$ cat config.mk
export PLATFORM = sky130hd
export DESIGN_NAME = queue_to_umi_rx
export DESIGN_NICKNAME = d
export VERILOG_FILES = /design/src/rtl/umi_queue_pkg.sv /design/src/rtl/umi_queue_fifo2.sv /design/src/rtl/queue_to_umi_rx.sv
export SDC_FILE = /design/constraint.sdc
export NUM_CORES = 1
export LEC_CHECK = 0
export BUFFER_PORTS_ARGS = -buffer_cell sky130_fd_sc_hd__buf_2
export CORE_AREA = 2 2 363 365
export CTS_CLUSTER_DIAMETER = 60
export DETAILED_ROUTE_END_ITERATION = 16
export DIE_AREA = 0 0 365 367
export GPL_TIMING_DRIVEN = 0
export HOLD_SLACK_MARGIN = 0.12
export PLACE_DENSITY = 0.61
export SLEW_MARGIN = 5
export SYNTH_ARGS = -nofsm -noshare
export SYNTH_HDL_FRONTEND = slang
export SYNTH_SLANG_ARGS = --single-unit
$ cat constraint.sdc
create_clock -name clk -period 2.7 [get_ports clk]
set_input_delay 0.27 -clock clk [delete_from_list [all_inputs] [get_ports clk]]
set_output_delay 0.27 -clock clk [all_outputs]
set_load 0.01 [all_outputs]
$ cat src/rtl/umi_queue_pkg.sv
// Shared definitions for the switchboard-queue <-> UMI bridge: flit field layout,
// UMI command/address bit positions, receive FSM states and error-flag indices.
package umi_queue_pkg;

  localparam int UMI_EOM_BIT = 22;
  localparam int CHIPID_MSB  = 55;
  localparam int CHIPID_LSB  = 40;
  localparam int CHIPID_W    = CHIPID_MSB - CHIPID_LSB + 1;

  localparam int ERR_LAST   = 0;
  localparam int ERR_DEST   = 1;
  localparam int ERR_SWITCH = 2;
  localparam int ERR_W      = 3;

  // Flit is {data, srcaddr, dstaddr, cmd} with cmd in the LSBs.
  localparam int CMD_LSB = 0;

  typedef enum logic {
    IDLE   = 1'b0,
    IN_MSG = 1'b1
  } rx_state_t;

  function automatic int dst_lsb(input int cw);
    return CMD_LSB + cw;
  endfunction

  function automatic int src_lsb(input int aw, input int cw);
    return CMD_LSB + cw + aw;
  endfunction

  function automatic int data_lsb(input int aw, input int cw);
    return CMD_LSB + cw + 2 * aw;
  endfunction

  function automatic int flit_w(input int dw, input int aw, input int cw);
    return dw + 2 * aw + cw;
  endfunction

endpackage

$ cat src/rtl/umi_queue_fifo2.sv
// Two-entry elastic buffer: head register feeds the output directly, the tail
// register absorbs one extra word so the input side never sees the output ready.
module umi_queue_fifo2 #(
  parameter int W = 8
) (
  input  logic         clk,
  input  logic         nreset,
  input  logic         push,
  input  logic [W-1:0] din,
  input  logic         pop,
  output logic [W-1:0] dout,
  output logic         full,
  output logic         empty
);

  logic [W-1:0] head_p1;
  logic [W-1:0] tail_p1;
  logic [1:0]   occ_p1;
  logic         push_ok;
  logic         pop_ok;

  assign full    = occ_p1[1];
  assign empty   = (occ_p1 == 2'd0);
  assign push_ok = push & ~full;
  assign pop_ok  = pop & ~empty;
  assign dout    = head_p1;

  // Storage stage: simultaneous push/pop only happens at occupancy 1 (full blocks push)
  always_ff @(posedge clk or negedge nreset) begin
    if (!nreset) begin
      occ_p1  <= 2'd0;
      head_p1 <= '0;
      tail_p1 <= '0;
    end else begin
      case ({push_ok, pop_ok})
        2'b10: begin
          if (empty) head_p1 <= din;
          else       tail_p1 <= din;
          occ_p1 <= occ_p1 + 2'd1;
        end
        2'b01: begin
          head_p1 <= tail_p1;
          occ_p1  <= occ_p1 - 2'd1;
        end
        2'b11: begin
          head_p1 <= din;
        end
        default: ;
      endcase
    end
  end

endmodule

$ cat src/rtl/queue_to_umi_rx.sv
// Unpacks switchboard flits onto a UMI valid/ready port, checking framing and routing.
// Build option QUEUE_TO_UMI_DROP_ERR_EN: flits failing the EOM or destination check are discarded.
module queue_to_umi_rx
  import umi_queue_pkg::*;
#(
  parameter int DW   = 256,
  parameter int AW   = 64,
  parameter int CW   = 32,
  parameter int CNTW = 32
) (
  input  logic                  clk,
  input  logic                  nreset,
  input  logic [DW+2*AW+CW-1:0] sb_data,
  input  logic [31:0]           sb_dest,
  input  logic                  sb_last,
  input  logic                  sb_valid,
  output logic                  sb_ready,
  output logic [DW-1:0]         umi_data,
  output logic [AW-1:0]         umi_srcaddr,
  output logic [AW-1:0]         umi_dstaddr,
  output logic [CW-1:0]         umi_cmd,
  output logic                  umi_valid,
  input  logic                  umi_ready,
  input  logic                  err_clear,
  output logic [ERR_W-1:0]      err_flags,
  output logic                  in_msg,
  output logic [CNTW-1:0]       flit_count,
  output logic [CNTW-1:0]       msg_count
);

  localparam int FW       = flit_w(DW, AW, CW);
  localparam int DST_LSB  = dst_lsb(CW);
  localparam int SRC_LSB  = src_lsb(AW, CW);
  localparam int DATA_LSB = data_lsb(AW, CW);
  localparam logic [CNTW-1:0] CNT_ONE = {{(CNTW-1){1'b0}}, 1'b1};

  function automatic logic [CNTW-1:0] sat_inc(input logic [CNTW-1:0] v);
    return (&v) ? v : v + CNT_ONE;
  endfunction

  logic                 accept;
  logic                 push;
  logic                 pop;
  logic                 drop;
  logic                 fifo_full;
  logic                 fifo_empty;
  logic [FW-1:0]        head;
  logic                 in_eom;
  logic [CHIPID_W-1:0]  in_chip;
  logic                 e_last;
  logic                 e_dest;
  logic                 e_switch;
  logic [ERR_W-1:0]     err_new;
  logic [ERR_W-1:0]     err_p1;
  logic [CHIPID_W-1:0]  chip_p1;
  logic [CNTW-1:0]      flit_cnt_p1;
  logic [CNTW-1:0]      msg_cnt_p1;
  rx_state_t            state_p1;
  rx_state_t            state_nx;

  // Ready depends only on registered occupancy; held low while reset is asserted.
  assign sb_ready = nreset & ~fifo_full;
  assign accept   = sb_valid & sb_ready;
  assign in_eom   = sb_data[CMD_LSB + UMI_EOM_BIT];
  assign in_chip  = sb_data[DST_LSB + CHIPID_LSB +: CHIPID_W];

  assign e_last   = (sb_last != in_eom);
  assign e_dest   = (sb_dest != {16'h0000, in_chip});
  assign e_switch = (state_p1 == IN_MSG) && (in_chip != chip_p1);

`ifdef QUEUE_TO_UMI_DROP_ERR_EN
  assign drop = e_last | e_dest;
`else
  assign drop = 1'b0;
`endif

  assign push = accept & ~drop;
  assign pop  = umi_valid & umi_ready;

  umi_queue_fifo2 #(
    .W (FW)
  ) u_fifo (
    .clk    (clk),
    .nreset (nreset),
    .push   (push),
    .din    (sb_data),
    .pop    (pop),
    .dout   (head),
    .full   (fifo_full),
    .empty  (fifo_empty)
  );

  assign umi_valid   = ~fifo_empty;
  assign umi_cmd     = head[CMD_LSB +: CW];
  assign umi_dstaddr = head[DST_LSB +: AW];
  assign umi_srcaddr = head[SRC_LSB +: AW];
  assign umi_data    = head[DATA_LSB +: DW];

  always_comb begin
    err_new             = '0;
    err_new[ERR_LAST]   = accept & e_last;
    err_new[ERR_DEST]   = accept & e_dest;
    err_new[ERR_SWITCH] = accept & e_switch;
  end

  // Message-tracking FSM, advanced only by accepted flits
  always_ff @(posedge clk or negedge nreset) begin
    if (!nreset) state_p1 <= IDLE;
    else         state_p1 <= state_nx;
  end

  always_comb begin
    state_nx = state_p1;
    if (accept) begin
      case (state_p1)
        IDLE:   if (!sb_last) state_nx = IN_MSG;
        IN_MSG: if (sb_last)  state_nx = IDLE;
      endcase
    end
  end

  // Status stage: chip id, sticky errors (new errors beat a clear) and counters
  always_ff @(posedge clk or negedge nreset) begin
    if (!nreset) begin
      chip_p1     <= '0;
      err_p1      <= '0;
      flit_cnt_p1 <= '0;
      msg_cnt_p1  <= '0;
    end else begin
      if (accept && (state_p1 == IDLE)) chip_p1 <= in_chip;
      err_p1 <= (err_p1 & ~{ERR_W{err_clear}}) | err_new;
      if (accept)           flit_cnt_p1 <= sat_inc(flit_cnt_p1);
      if (push && sb_last)  msg_cnt_p1  <= sat_inc(msg_cnt_p1);
    end
  end

  assign err_flags  = err_p1;
  assign in_msg     = (state_p1 == IN_MSG);
  assign flit_count = flit_cnt_p1;
  assign msg_count  = msg_cnt_p1;

endmodule

==> metrics.txt, run 1 <==
highest clock rate=385.8 MHz; setup TNS=0 ns; initial antenna violation count=28; Final setup viols=0; DRC=0; commonest non-fill, non-tap cells in the layout=buf_2 (984), dfrtp_1 (918), nand2_1 (440); Layout Skew=0.03677 ns; detailed placer's ending HPWL=96740 um; CTS buffer count=106; R2R setup slack=0.18 ns; most common cell after layout, fill and taps aside=buf_2; Net Sw Power=0.02024 W; core area=130500 um^2; P_int=0.03749 W; CP arrival=3.15 ns; DRT Pass-1 Iters=5; Mean Syn Cell Area=12.52 um^2; largest net degree at the start of global routing=110; clk_lat worst skew=0.71 ns; Clock Tree Buf Depth=3; cells after synthesis=3085; syn nets=3543; leading register cell type out of synthesis=dfrtp_1; post-CTS setup buffers=0; Vias=30210; vias in the first global route=31460; RSZ-0062 raised after global routing=false; TritonCTS clock tree=yes; fin nets=5058; vias per cell=4.680; FF+latch area=22970 um^2; Post-Place Setup Slack=-3.355 ns; RR Endpoint=u_fifo.dout[155]$_DFFE_PN0P_; R2R Path Start=u_fifo.occ_p1[1]$_DFFE_PN0P_; share of post-route cells with drive strength above 1=37.22%; DR iter-0 viols=1480; fin crit period=2.592 ns; fin worst setup slack=0.1083 ns; drt wl/cell=20.59 um; multi-input logic area=14800 um^2; number of fill cells=12400; Clk pwr share=24.9%; worst hold slack=0.2089 ns; power per cell area=1055 nW/um^2; DIE AREA=134000 um^2; All-Layer GR Usage=19.44%; Max FO, Critical Path=26; Slew @ Worst Pin=1.121 ns; Fin. Hold Viols=0; sequential share of power=40.4%; status=finished clean; post-synth top area cell=dfrtp_1; Root Buffer Master=clkbuf_16; Max-Slew Margin vs Limit=25.04%; Mapped Area=38620 um^2; worst min path class=in2async; DRT Wirelength=132900 um; Synth top area share=59.48%; EDFF count, synth=0; Lkg Pwr=25.81 nW; GP Congestion=0.8563; logic gate share of total power=34.7%; # Max-Cap Violations=0; reg2reg path depth=9; gr ovfl total=0; Yosys cell types=52; worst path required time=3.26 ns; Worst Setup Start Kind=input port; Syn-to-layout area delta=41.67%; Worst VDD drop=0.0005738 V; first-pass GRT wire length=197400 um; Die W=365 um; CTS sink count=918; Yosys warning count=0; CTS clock-pin slew for the worst setup and hold paths=0.06 ns; Synth async-reset ratio=100.0%; sequential area share after synthesis=59.48%; row cnt=133; Synth area leaders=dfrtp_1 (59%), mux2_2 (13%), mux2i_1 (11%); Die Span Y=367 um; H-tree levels=3; Net Sw Frac=35.06%; final cycle utilization of the critical path=95.99%; port bufs=939; #FFs+latches synth=918; Ports=940; Critical Path Sink Type=register; WS Path Type=in2reg; DRT antenna net count=0; initial core utilization=29.60%; Max Slew Vio Count=0
[power groups by stage]
| stage | Clock (W) | Combinational, W | Sequential [W] |
|---|---|---|---|
| detailed placement | 0 | 0.0193 | 0.0235 |
| finish | 0.0144 | 0.0200 | 0.0233 |
| global placement | 0 | 0.0189 | 0.0232 |
| CTS | 0.0147 | 0.0203 | 0.0233 |
| floorplan | 0 | 0.00978 | 0.0243 |
| global route | 0.0153 | 0.0219 | 0.0241 |
[synthesized netlist by cell type, types with 11 or more instances]
cell and instances:
buf_2 86, clkbuf_1 91, dfrtp_1 918, inv_1 13, mux2_2 433, mux2i_1 416
nand2_1 440, nand3_1 27, nand4_1 27, nor2_1 16, nor3_1 11, nor4_1 16
o21ai_0 420, xnor2_1 52, xor2_1 43
[final cells by class]
type | count | area share, %
multi-input combinational | 1965 | 27.05
sequential | 918 | 41.99
timing repair buffer | 1407 | 18.18
clock inverter | 36 | 0.8302
tap | 1755 | 4.014
antenna | 22 | 0.1006
inverter | 13 | 0.08919
buffer | 189 | 2.211
clock buffer | 150 | 5.534
[routing by layer]
metal / global-route usage (%) / part of all wire (%)
met4: 8.341 / 4.1
met2: 33.43 / 49
met1: 22.60 / 40
met5: 0 / 0.055
met3: 5.296 / 6.8
[flip-flops by register name (all words and copies together) (netlist names)]
register,flops
err_flags,3
u_fifo.occ_p1,2
msg_count,32
in_msg,1
u_fifo.dout,416
u_fifo.tail_p1,416
chip_p1,16
flit_count,32
[cell families (layout without fill, tap and decap cells)]
logic type	after synthesis	in the layout	synth area share, %
compound gates	435	435	5.822
xor+xnor	95	95	2.154
fa+ha+maj	4	4	0.1296
buf+inv	202	1795	2.261
flops	918	918	59.48
mux	850	850	23.44
other cells	0	22	0
simple gates	581	581	6.713
[metrics by stage]
stage	std cells	area, um^2	power (W)	utilization (%)
after floorplan	3085	38620	0.03408	-
after global placement	5779	45510	0.04209	34.89
after detailed placement	5788	45770	0.04276	35.08
after CTS	6433	54650	0.05827	41.89
after global routing	6448	54690	0.06119	41.92
final	6455	54710	0.05773	41.94
[worst max path at each step]
stage	from	endpoint	slack, ns
2_1_floorplan	u_fifo.occ_p1[1]$_DFFE_PN0P_	u_fifo.dout[351]$_DFFE_PN0P_	0.42
4_1_cts	u_fifo.occ_p1[1]$_DFFE_PN0P_	u_fifo.dout[172]$_DFFE_PN0P_	0.01
3_5_place_dp	nreset	u_fifo.dout[338]$_DFFE_PN0P_	-3.35
3_3_place_gp	nreset	u_fifo.dout[140]$_DFFE_PN0P_	-19.29
6_report	nreset	u_fifo.dout[155]$_DFFE_PN0P_	0.11
5_1_grt	u_fifo.occ_p1[1]$_DFFE_PN0P_	u_fifo.dout[85]$_DFFE_PN0P_	0.02
[worst max-delay path, stage by stage]
cell	delay, ns
buf_16	0.13
buf_12	0.13
buf_16	0.14
buf_16	0.15
buf_16	0.15
buf_16	0.15
buf_16	0.17
nand3b_1	0.14
buf_6	0.19
ha_1	0.16
buf_2	0.15
clkbuf_4	0.34
clkbuf_2	0.39
mux2i_1	0.30
o21ai_0	0.11
[repair_timing]
action,4_1_cts,5_1_grt
gates cloned,12,0
endpoints found under the setup margin,919,72
resized for setup,169,5
hold buffers,447,0
endpoints found under the hold margin,1215,0
Power figures use the tool's default switching activity.
==> inputs of run 2 (changes only) <==
--- a/config.mk
+++ b/config.mk
@@ -6,14 +6,15 @@
 export NUM_CORES = 1
 export LEC_CHECK = 0
 export BUFFER_PORTS_ARGS = -buffer_cell sky130_fd_sc_hd__buf_2
-export CORE_AREA = 2 2 363 365
+export CORE_AREA = 2 2 370 372
 export CTS_CLUSTER_DIAMETER = 60
 export DETAILED_ROUTE_END_ITERATION = 16
-export DIE_AREA = 0 0 365 367
+export DIE_AREA = 0 0 372 374
 export GPL_TIMING_DRIVEN = 0
 export HOLD_SLACK_MARGIN = 0.12
 export PLACE_DENSITY = 0.61
 export SLEW_MARGIN = 5
 export SYNTH_ARGS = -nofsm -noshare
 export SYNTH_HDL_FRONTEND = slang
+export SYNTH_HIERARCHICAL = 1
 export SYNTH_SLANG_ARGS = --single-unit
==> metrics.txt, run 2 <==
CTS sink count=918; Yosys warning count=6; Clock Tree Buf Depth=3; drt wl/cell=20.92 um; fin nets=4610; largest net degree at the start of global routing=143; clk_lat worst skew=0.74 ns; RSZ-0062 raised after global routing=true; DIE AREA=139100 um^2; row cnt=135; core area=135000 um^2; Slew @ Worst Pin=1.081 ns; CP arrival=3.15 ns; logic gate share of total power=38.1%; reg2reg path depth=9; Synth area leaders=dfrtp_1 (57%), mux2_2 (30%), mux2_1 (5.6%); sequential share of power=37.9%; Layout Skew=0.06908 ns; P_int=0.04184 W; vias in the first global route=29810; Max FO, Critical Path=10; Post-Layout Cell Count=6021; Synth top area share=57.14%; commonest non-fill, non-tap cells in the layout=mux2_2 (1065), buf_2 (979), dfrtp_1 (917); highest clock rate=395.3 MHz; Mean Syn Cell Area=15.28 um^2; Worst path slowest cell=dfrtp_2; DRT antenna net count=0; Net Sw Power=0.02014 W; Ports=940; fin worst setup slack=0.1700 ns; worst hold slack=0.1916 ns; R2R Path Start=u_fifo/occ_p1[1]$_DFFE_PN0P_; power per cell area=1099 nW/um^2; CTS clock-pin slew for the worst setup and hold paths=0.06 ns; Root Buffer Master=clkbuf_16; DRT Wirelength=125900 um; H-tree levels=3; status=finished clean; Max Slew Vio Count=0; TritonCTS clock tree=yes; Net Sw Frac=32.49%; WS Path Type=reg2reg; Top Family by Delay on Critical Path=buffers and inverters; Synth async-reset ratio=100.0%; top cells by count, synth=mux2_2 (1065), dfrtp_1 (918), mux2_1 (200); R2R setup slack=0.17 ns; final cycle utilization of the critical path=93.71%; Syn-to-layout area delta=40.26%; Fin. Hold Viols=0; DRT Pass-1 Iters=4; CTS buffer count=109; worst path required time=3.32 ns; most common cell after layout, fill and taps aside=mux2_2; initial core utilization=29.79%; Yosys cell types=46; initial antenna violation count=8; Post-Place Setup Slack=-3.759 ns; first-pass GRT wire length=185700 um; Vias=27710; Buf/Inv on CP=4; # Max-Cap Violations=0; Final Instance Area=56380 um^2; #FFs+latches synth=918; Clk pwr share=24.0%; Critical Path, Cell by Cell=nand3b_1 > inv_2 > nand2b_4 > inv_1 > ha_1 > o21ai_2 > clkbuf_2 > buf_2 > mux2_2; cells after synthesis=2631; gr ovfl total=0; share of post-route cells with drive strength above 1=55.99%; vias per cell=4.601; Max-Slew Margin vs Limit=27.71%; DR iter-0 viols=971; Critical Path Max Stage Delay=0.42 ns; Finished Core Util=41.78%; Die W=372 um; detailed placer's ending HPWL=90260 um; leading register cell type out of synthesis=dfrtp_1; GP Congestion=0.8151; Die Span Y=374 um; DRC=0; number of fill cells=12540; Worst Setup Start Kind=register; sequential area share after synthesis=57.14%; multi-input logic area=16310 um^2; port bufs=939; Critical Path Sink Type=register; EDFF count, synth=0; fin crit period=2.530 ns; Mapped Area=40200 um^2; Placed Cells=5359; DP Area=47330 um^2; worst min path class=in2async; syn nets=3089; Lkg Pwr=25.82 nW; count leader, synth=mux2_2; RR Endpoint=u_fifo/tail_p1[173]$_DFFE_PN0P_; All-Layer GR Usage=17.68%; post-synth top area cell=dfrtp_1; FF+latch area=22970 um^2; Worst VDD drop=0.0007301 V; Final setup viols=0
==> run 2: cell types whose count changed after synthesis, sizes merged, moves of 13 or more <==
cell | previous run | this run
clkbuf | 91 | 27
o21ai | 420 | 4
nand2 | 440 | 17
mux2 | 434 | 1266
buf | 98 | 122
and3 | 7 | 20
mux2i | 416 | 0
==> run 2: timing repair <==
| action | in CTS | in global routing |
|---|---|---|
| setup endpoints to repair | 919 | 509 |
| setup buffers | 4 | 2 |
| resized for setup | 95 | 33 |
| pin swaps | 3 | 1 |
| gates cloned | 9 | 3 |
| hold buffers | 446 | 0 |
| hold endpoints to repair | 1392 | 0 |
==> run 2: power by group through the flow <==
| stage | clock, W | combinational [W] | sequential (W) |
|---|---|---|---|
| after floorplan | 0 | 0.0130 | 0.0246 |
| after global placement | 0 | 0.0225 | 0.0234 |
| after detailed placement | 0 | 0.0228 | 0.0236 |
| after CTS | 0.0154 | 0.0238 | 0.0234 |
| after global routing | 0.0159 | 0.0254 | 0.0243 |
| final | 0.0149 | 0.0236 | 0.0235 |
==> run 2: cell type report <==
type / instances / share of cell area, %
antenna: 7 / 0.03107
buffer: 148 / 2.170
clock buffer: 154 / 5.548
clock inverter: 38 / 0.9520
inverter: 8 / 0.05326
multi-input combinational: 1556 / 28.93
sequential: 918 / 40.75
tap: 1781 / 3.952
timing repair buffer: 1411 / 17.62
==> run 2: logic make-up (layout without fill, tap and decap cells) <==
family          Yosys count  count (layout)  share of synthesized area (%)
fa+ha+maj                 4               4                         0.1245
xor+xnor                 96              96                          2.092
buf+inv                 157            1759                          2.378
simple gates            175             175                          2.490
compound gates           15              15                         0.2988
mux                    1266            1266                          35.47
flops                   918             918                          57.14
other cells               0               7                              0
==> run 2: metal layers <==
metal / global-route usage, % / vias up / wire length [um]
met5: 0 / - / 30
met4: 7.920 / 4 / 5174
met3: 5.380 / 224 / 9047
met2: 29.18 / 809 / 60060
met1: 21.07 / 14110 / 51630
li1: - / 12560 / -
==> run 2: worst max path at each step <==
stage | cells past startpoint | start | to
after floorplan | 9 | u_fifo/occ_p1[1]$_DFFE_PN0P_ | u_fifo/dout[351]$_DFFE_PN0P_
after global placement | 10 | nreset | u_fifo/dout[349]$_DFFE_PN0P_
after detailed placement | 13 | nreset | u_fifo/dout[349]$_DFFE_PN0P_
after CTS | 9 | u_fifo/occ_p1[1]$_DFFE_PN0P_ | u_fifo/dout[279]$_DFFE_PN0P_
after global routing | 9 | u_fifo/occ_p1[0]$_DFFE_PN0P_ | u_fifo/dout[53]$_DFFE_PN0P_
final | 9 | u_fifo/occ_p1[1]$_DFFE_PN0P_ | u_fifo/tail_p1[173]$_DFFE_PN0P_
==> run 2: stage by stage <==
stage	power [W]	TNS (ns)
final	0.06198	0
after global routing	0.06558	-0.07515
after CTS	0.06261	-0.08872
after detailed placement	0.04645	-3044.85
after global placement	0.04588	-
after floorplan	0.03767	0
==> run 2: tightest hold or removal path, cell delays in order <==
cell and delay, ns:
buf_16 0.11, buf_12 0.11, buf_12 0.10, buf_16 0.14, bufbuf_16 0.26, buf_16 0.29
